### config.mk
export PLATFORM = sky130hd
export DESIGN_NAME = seq_scan_ctrl_flat
export DESIGN_NICKNAME = d
export VERILOG_FILES = /design/src/rtl/seq_scan_if.sv /design/src/rtl/seq_scan_ctrl.sv /design/src/flat_wrapper.sv
export SDC_FILE = /design/constraint.sdc
export NUM_CORES = 1
export LEC_CHECK = 0
export ABC_AREA = 1
export BUFFER_PORTS_ARGS = -buffer_cell sky130_fd_sc_hd__buf_4
export CAP_MARGIN = 20
export CORE_MARGIN = 2
export CORE_UTILIZATION = 40
export CTS_CLUSTER_DIAMETER = 60
export DETAILED_ROUTE_END_ITERATION = 7
export SETUP_SLACK_MARGIN = 0.02
export SLEW_MARGIN = 20
export SYNTH_ARGS = -nofsm -noshare
export SYNTH_HDL_FRONTEND = slang
export SYNTH_SLANG_ARGS = --single-unit
### constraint.sdc
create_clock -name clk -period 4.8 [get_ports clk]
set_input_delay 0.96 -clock clk [delete_from_list [all_inputs] [get_ports clk]]
set_output_delay 0.96 -clock clk [all_outputs]
set_load 0.05 [all_outputs]
### src/rtl/seq_scan_if.sv
// Word-stream handshake between the upstream word source and seq_scan_ctrl.
//   in_valid  master -> slave  in_data/in_last valid
//   in_data   master -> slave  word to scan, shifted MSB first
//   in_last   master -> slave  word is the last of its frame
//   in_ready  slave -> master  controller can accept a word
interface seq_scan_if #(
    parameter int unsigned DATA_W = 8
);
    logic              in_valid;
    logic [DATA_W-1:0] in_data;
    logic              in_last;
    logic              in_ready;

    modport master (
        output in_valid,
        output in_data,
        output in_last,
        input  in_ready
    );

    modport slave (
        input  in_valid,
        input  in_data,
        input  in_last,
        output in_ready
    );
endinterface

### src/rtl/seq_scan_ctrl.sv
// Frame-level controller for the bit-serial pattern detector.
// Accepts words over a valid/ready handshake, shifts each word MSB first through a
// PAT_W-bit history, pulses match_pulse per detected pattern and counts matches per frame.
// Ports:
//   clk, reset    clock, synchronous active-high reset
//   cfg_pattern   pattern, bit PAT_W-1 expected first (latched on a frame's first word)
//   cfg_overlap   1 = overlapping matches allowed (latched on a frame's first word)
//   in_if         word stream (slave side): in_valid/in_data/in_last in, in_ready out
//   match_pulse   one-cycle pulse per match
//   match_count   saturating match count for the current frame
//   frame_done    one-cycle pulse after the last word; match_count is final here
module seq_scan_ctrl #(
    parameter int unsigned DATA_W = 8,
    parameter int unsigned PAT_W  = 4,
    parameter int unsigned CNT_W  = 8
) (
    input  logic             clk,
    input  logic             reset,
    input  logic [PAT_W-1:0] cfg_pattern,
    input  logic             cfg_overlap,
    seq_scan_if.slave        in_if,
    output logic             match_pulse,
    output logic [CNT_W-1:0] match_count,
    output logic             frame_done
);

    localparam int unsigned BIT_W  = (DATA_W > 1) ? $clog2(DATA_W) : 1;
    localparam int unsigned FILL_W = $clog2(PAT_W + 1);

    localparam logic [BIT_W-1:0]  BIT_LAST  = BIT_W'(DATA_W - 1);
    localparam logic [FILL_W-1:0] FILL_FULL = FILL_W'(PAT_W);

    localparam logic [1:0] ST_IDLE  = 2'd0;
    localparam logic [1:0] ST_SHIFT = 2'd1;
    localparam logic [1:0] ST_DONE  = 2'd2;

    logic [1:0]        state_q, state_d;
    logic [DATA_W-1:0] word_q, word_d;
    logic              last_q, last_d;
    logic [BIT_W-1:0]  bit_cnt_q, bit_cnt_d;
    logic [PAT_W-1:0]  pat_q, pat_d;
    logic              overlap_q, overlap_d;
    logic [PAT_W-1:0]  hist_q, hist_d;
    logic [FILL_W-1:0] fill_q, fill_d;
    logic              frame_open_q, frame_open_d;
    logic              match_q, match_d;
    logic [CNT_W-1:0]  count_q, count_d;

    logic              accept;
    logic [PAT_W-1:0]  hist_next;
    logic [FILL_W-1:0] fill_next;
    logic              hit;

    assign in_if.in_ready = (state_q == ST_IDLE);
    assign accept         = in_if.in_valid && in_if.in_ready;

    // Candidate history after shifting in the current MSB; only committed in SHIFT.
    assign hist_next = {hist_q[PAT_W-2:0], word_q[DATA_W-1]};
    assign fill_next = (fill_q == FILL_FULL) ? fill_q : fill_q + 1'b1;
    assign hit       = (fill_next == FILL_FULL) && (hist_next == pat_q);

    always_comb begin
        state_d      = state_q;
        word_d       = word_q;
        last_d       = last_q;
        bit_cnt_d    = bit_cnt_q;
        pat_d        = pat_q;
        overlap_d    = overlap_q;
        hist_d       = hist_q;
        fill_d       = fill_q;
        frame_open_d = frame_open_q;
        match_d      = 1'b0;
        count_d      = count_q;

        case (state_q)
            ST_IDLE: begin
                if (accept) begin
                    word_d       = in_if.in_data;
                    last_d       = in_if.in_last;
                    bit_cnt_d    = '0;
                    frame_open_d = 1'b1;
                    state_d      = ST_SHIFT;
                    // First word of a frame: snapshot config and start a fresh count.
                    if (!frame_open_q) begin
                        pat_d     = cfg_pattern;
                        overlap_d = cfg_overlap;
                        count_d   = '0;
                        hist_d    = '0;
                        fill_d    = '0;
                    end
                end
            end
            ST_SHIFT: begin
                word_d  = word_q << 1;
                hist_d  = hist_next;
                // Without overlap, emptying the fill forces a full fresh pattern next.
                fill_d  = (hit && !overlap_q) ? '0 : fill_next;
                match_d = hit;
                if (hit && (count_q != '1)) begin
                    count_d = count_q + 1'b1;
                end
                if (bit_cnt_q == BIT_LAST) begin
                    state_d = last_q ? ST_DONE : ST_IDLE;
                end else begin
                    bit_cnt_d = bit_cnt_q + 1'b1;
                end
            end
            ST_DONE: begin
                frame_open_d = 1'b0;
                state_d      = ST_IDLE;
            end
            default: begin
                state_d = ST_IDLE;
            end
        endcase
    end

    always_ff @(posedge clk) begin
        if (reset) begin
            state_q      <= ST_IDLE;
            word_q       <= '0;
            last_q       <= 1'b0;
            bit_cnt_q    <= '0;
            pat_q        <= '0;
            overlap_q    <= 1'b0;
            hist_q       <= '0;
            fill_q       <= '0;
            frame_open_q <= 1'b0;
            match_q      <= 1'b0;
            count_q      <= '0;
        end else begin
            state_q      <= state_d;
            word_q       <= word_d;
            last_q       <= last_d;
            bit_cnt_q    <= bit_cnt_d;
            pat_q        <= pat_d;
            overlap_q    <= overlap_d;
            hist_q       <= hist_d;
            fill_q       <= fill_d;
            frame_open_q <= frame_open_d;
            match_q      <= match_d;
            count_q      <= count_d;
        end
    end

    assign match_pulse = match_q;
    assign match_count = count_q;
    assign frame_done  = (state_q == ST_DONE);

endmodule
### src/flat_wrapper.sv
// flat-port wrapper written by rule: the top's interface ports become plain ports
module seq_scan_ctrl_flat 
#(
    parameter int unsigned DATA_W = 8,
    parameter int unsigned PAT_W  = 4,
    parameter int unsigned CNT_W  = 8
)
  (clk, reset, cfg_pattern, cfg_overlap, match_pulse, match_count, frame_done, in_if_in_valid, in_if_in_data, in_if_in_last, in_if_in_ready);
  seq_scan_if #(.DATA_W(DATA_W)) in_if_i ();
  input  logic clk;
  input  logic reset;
  input  logic [PAT_W-1:0] cfg_pattern;
  input  logic cfg_overlap;
  output logic match_pulse;
  output logic [CNT_W-1:0] match_count;
  output logic frame_done;
  input wire logic [$bits(in_if_i.in_valid)-1:0] in_if_in_valid;
  input wire logic [$bits(in_if_i.in_data)-1:0] in_if_in_data;
  input wire logic [$bits(in_if_i.in_last)-1:0] in_if_in_last;
  output wire logic [$bits(in_if_i.in_ready)-1:0] in_if_in_ready;
  assign in_if_i.in_valid = in_if_in_valid;
  assign in_if_i.in_data = in_if_in_data;
  assign in_if_i.in_last = in_if_in_last;
  assign in_if_in_ready = in_if_i.in_ready;
  seq_scan_ctrl #(.DATA_W(DATA_W), .PAT_W(PAT_W), .CNT_W(CNT_W)) u_core (.clk(clk), .reset(reset), .cfg_pattern(cfg_pattern), .cfg_overlap(cfg_overlap), .in_if(in_if_i), .match_pulse(match_pulse), .match_count(match_count), .frame_done(frame_done));
endmodule
# == Word-level counts from Yosys, hierarchy flattened ==
# Cells that the tools add are included.
# totals
register_bits,35
inputBits,17
out_inout_bits,11
# classes
add_sub_neg,3
n_eq_ne,12
n_mux,23
bitwise,2
reduce_logical,17
# op_table
op,count
$mux 8,4
$pmux 8 s2,2
$mux 3,8
$pmux 3 s2,3
$eq 3x3->1 const B,3
$reduce_and 3->1,3
$add 8x1->8 const B,1
$ne 8x8->1 const B,1
$reduce_and 2->1,4
$add 3x1->3 const B,2
$mux 2,3
$ne 2x2->1 const B,3
$eq 4x4->1,1
$logic_and 1x1->1,4
$ne 2x1->1 const B,2
$pmux 2 s2,1
$reduce_and 4->1,1
$reduce_bool 2->1,2
$eq 2x1->1 const B,1
$eq 2x2->1 const B,1
$logic_not 2->1,1
$not 1->1,2
$pmux 1 s2,1
$reduce_or 2->1,1
other kinds (2),2

# == Longest topological paths before layout ==
# depth
ltp_word,7
ltp_mapped,13
depth_no_buf,12

# == Worst setup path after synthesis ==
# No wires, ideal clock.
# synth_path
path_type,register to output
from,register u_core.state_q[1]
to,output port frame_done
t_arrival_ns,1.048
slack_ns,2.792
stages_incl_launch_ff,3
path_cell_list,dfxtp_1 inv_1 nor2_1
# synth_via
elab_chain_cells,1
# synth_rtl
item,line_no,text
from (decl),seq_scan_ctrl.sv:37,"logic [1:0] state_q, state_d;"
from (signal assigned),seq_scan_ctrl.sv:132,state_q <= state_d;
$eq 2x2->1,seq_scan_ctrl.sv:148,assign frame_done = (state_q == ST_DONE);
to (decl),flat_wrapper.sv:16,output logic frame_done;
# No other way between the ends.

# == Worst setup path after layout ==
# Ends and elaborated chain as after synthesis.

==> flow_metrics.py <==
metrics = {
    "finish": {
        "area_growth_pct": 19.1,
        "finish.utilization": 0.495,
        "antenna_cells": 0,
        "multi_input_area_um2": 862,
        "fin_cells": 307,
        "layout-drive-gt1-share": 0.175,
        "nets": 279,
        "nFillCells": 438,
        "regArea_um2": 701,
    },
    "synthesis": {
        "ys_ff_latch": 35,
        "syn_area_per_cell_um2": 7.17,
        "yosys_warnings": 0,
        "synth_seq_area_share": 0.425,
        "netlist_area_um2": 1650,
        "postSynthCellCount": 230,
        "synthDistinctLibCells": 25,
        "syn_nets": 252,
    },
    "floorplan": {
        "initial_core_util": 0.415,
        "dieArea_um2": 4650,
        "coreArea_um2": 3970,
        "dieWidth_um": 68.2,
        "io_pins": 28,
        "fp.dieH_um": 68.2,
        "fp-row-count": 23,
    },
    "placed_design": {
        "dp_cells": 300,
        "dpl.hpwl_mm": 2.43,
        "numPortBuffers": 27,
        "routabilityCongestion": 0.763,
        "pre_cts_ws_ns": 2.51,
    },
    "routing": {
        "ant_nets": 0,
        "dr.pass1.iters": 4,
        "drt-total-wl_mm": 3.46,
        "routedWlPerCell_um": 11.3,
        "num_vias": 1517,
        "post-route-drc-count": 0,
        "first_iter_violations": 129,
        "via_per_inst": 4.94,
    },
    "clock_network": {
        "h-tree-depth": 2,
        "cts_num_sinks": 35,
        "cts_tree": "built",
        "numCtsBuffers": 5,
        "cts.path.max_buffers": 2,
        "cts_resized": 0,
        "clk_pin_slew_ns": 0.07,
        "clock_latency_ns": 0.28,
        "cts_hold_buffers": 0,
        "cts-root-buf": "clkbuf_8",
        "post-cts-setup-buffers": 0,
    },
    "power_and_ir_drop": {
        "vdd_drop_max_mv": 0.167,
        "pwr-share-comb": 0.164,
        "p_int_w": 0.000461,
        "switching_share": 0.287,
        "power.share.sequential": 0.505,
        "switchingPower_w": 0.000186,
        "leakagePower_nw": 0.816,
        "p_total_w": 0.000647,
        "p_per_area_nw_per_um2": 329,
        "clkPwrFrac": 0.332,
    },
    "critical_path": {
        "crit_path_max_fanout": 4,
        "startpoint_type": "flop",
        "cp-endpoint": "frame_done",
        "critical_path_required_ns": 3.84,
        "crit_arrival_ns": 1.02,
        "r2r_start": "u_core.state_q[1]$_SDFFE_PP0P_",
        "crit_path_start": "u_core.state_q[1]$_SDFFE_PP0P_",
        "reg2reg_slack_ns": 2.89,
        "path_class": "reg -> out",
        "r2r_end": "u_core.fill_q[2]$_SDFFE_PP0P_",
        "rr_worst_depth": 6,
        "end_kind": "output pin",
    },
    "grt": {
        "overflow": 0,
        "grt_max_degree": 22,
        "antenna_found_initial": 0,
        "grt_pass1_vias": 1287,
        "grtUsageTotal": 0.169,
        "grt_pass1_wl_mm": 5.75,
    },
    "timing": {
        "finalMaxSlewViolations": 0,
        "relSlewSlack": 0.627,
        "timing.final.crit_period_ns": 1.98,
        "max_freq_ghz": 0.504,
        "setup_tns_ns": 0,
        "finalCritPeriodShare": 0.413,
        "clock_skew_ns": 0.00388,
        "fin_ws_ns": 2.82,
        "worstMarginPinSlew_ns": 0.558,
        "final-setup-viol-count": 0,
        "hold_viol": 0,
        "rsz0062_at_grt": "false",
    },
    "worst_hold_path": {
        "min-delay-path-class": "reg -> reg",
    },
    "run_status": {
        "status": "finished, final reports clean",
    },
    "job": {
        "drv_cap": 0,
    },
}
## registers in the layout, indices dropped and copies added (netlist names)
| name | count |
|---|---|
| u_core.match_count | 8 |
| u_core.word_q | 8 |
| u_core.pat_q | 4 |
| u_core.bit_cnt_q | 3 |
| u_core.fill_q | 3 |
| u_core.hist_q | 3 |
| u_core.state_q | 2 |
| u_core.frame_open_q | 1 |
| u_core.last_q | 1 |
| u_core.match_pulse | 1 |
| u_core.overlap_q | 1 |
## routing by layer
metal  share of wire  vias up  global-route usage
met5               0        -                   0
met4          0.0084        0              0.0825
met3           0.045        2              0.0395
met2            0.45       24               0.260
met1            0.50      685               0.221
li1                -      806                   -
## critical path, cell delays in order, from the launching register on
cell     delay (ns)
dfxtp_1        0.35
inv_1          0.09
nor2_1         0.09
buf_4          0.20
## power groups by stage
stage               registers (W)   logic, W  clock network [W]
floorplan                0.000342  0.0000650                  0
global placement         0.000333   0.000106                  0
detailed placement       0.000333   0.000107                  0
CTS                      0.000327   0.000107           0.000221
global route             0.000329   0.000121           0.000233
finish                   0.000326   0.000106           0.000214
## stage by stage
step           area, um^2  hold slack (ns)
2_1_floorplan        1650            0.415
3_3_place_gp         1880            0.446
3_5_place_dp         1880            0.438
4_1_cts              1960            0.452
5_1_grt              1960            0.472
6_report             1960            0.446
## cells in the mapped netlist
library cell,instances,share of area
nand2_2,3,0.011
dfxtp_1,35,0.42
nor2_2,2,0.0076
nand4_1,1,0.0038
o21ai_0,20,0.061
a21oi_2,1,0.0053
xor2_1,1,0.0053
buf_6,1,0.0068
buf_2,3,0.0091
nor3b_1,1,0.0046
nand2_1,57,0.13
inv_1,12,0.027
ha_1,5,0.038
xnor2_1,4,0.021
a21oi_1,19,0.058
inv_2,1,0.0023
nand3_1,13,0.039
or2_2,1,0.0038
o21bai_1,1,0.0046
nor2_4,2,0.014
buf_1,1,0.0023
nand3_2,1,0.0061
a31oi_1,8,0.030
clkbuf_1,2,0.0046
nor2_1,35,0.080
## layout by cell type (no fill, tap or decap), types with 2 or more instances in the layout
cell type   n
dfxtp_1    35
nand2_1    57
nand3_1    13
buf_4      27
nor2_2      2
nor2_1     35
clkbuf_8    6
inv_1      12
o21ai_0    20
xnor2_1     4
ha_1        5
a31oi_1     8
nand2_2     3
a21oi_1    19
nor2_4      2
## cell type report
cell class              count  share of cell area
repair buffers             27               0.103
clock inverters             1             0.00255
clock buffers               6              0.0420
multi-input cells         175               0.439
inverters                  13              0.0248
flip-flops and latches     35               0.357
well taps                  50              0.0318
## cell families (layout without fill, tap and decap cells)
kind of cell | after synthesis | after routing | synth area share
compound gates | 49 | 49 | 0.159
buf+inv | 20 | 47 | 0.0523
simple gates | 116 | 116 | 0.300
fa+ha+maj | 5 | 5 | 0.0379
flops | 35 | 35 | 0.425
xor+xnor | 5 | 5 | 0.0266
## worst min path at each step
stage / start / to / slack [ns] / depth (start not counted)
detailed placement: u_core.last_q$_SDFFE_PP0P_ / u_core.state_q[1]$_SDFFE_PP0P_ / 0.44 / 2
global route: u_core.last_q$_SDFFE_PP0P_ / u_core.state_q[1]$_SDFFE_PP0P_ / 0.47 / 2
global placement: u_core.last_q$_SDFFE_PP0P_ / u_core.state_q[1]$_SDFFE_PP0P_ / 0.45 / 2
finish: u_core.last_q$_SDFFE_PP0P_ / u_core.state_q[1]$_SDFFE_PP0P_ / 0.45 / 2
floorplan: u_core.last_q$_SDFFE_PP0P_ / u_core.state_q[1]$_SDFFE_PP0P_ / 0.42 / 2
CTS: u_core.last_q$_SDFFE_PP0P_ / u_core.state_q[1]$_SDFFE_PP0P_ / 0.45 / 2
No activity file was read; power rests on OpenSTA's default activity.
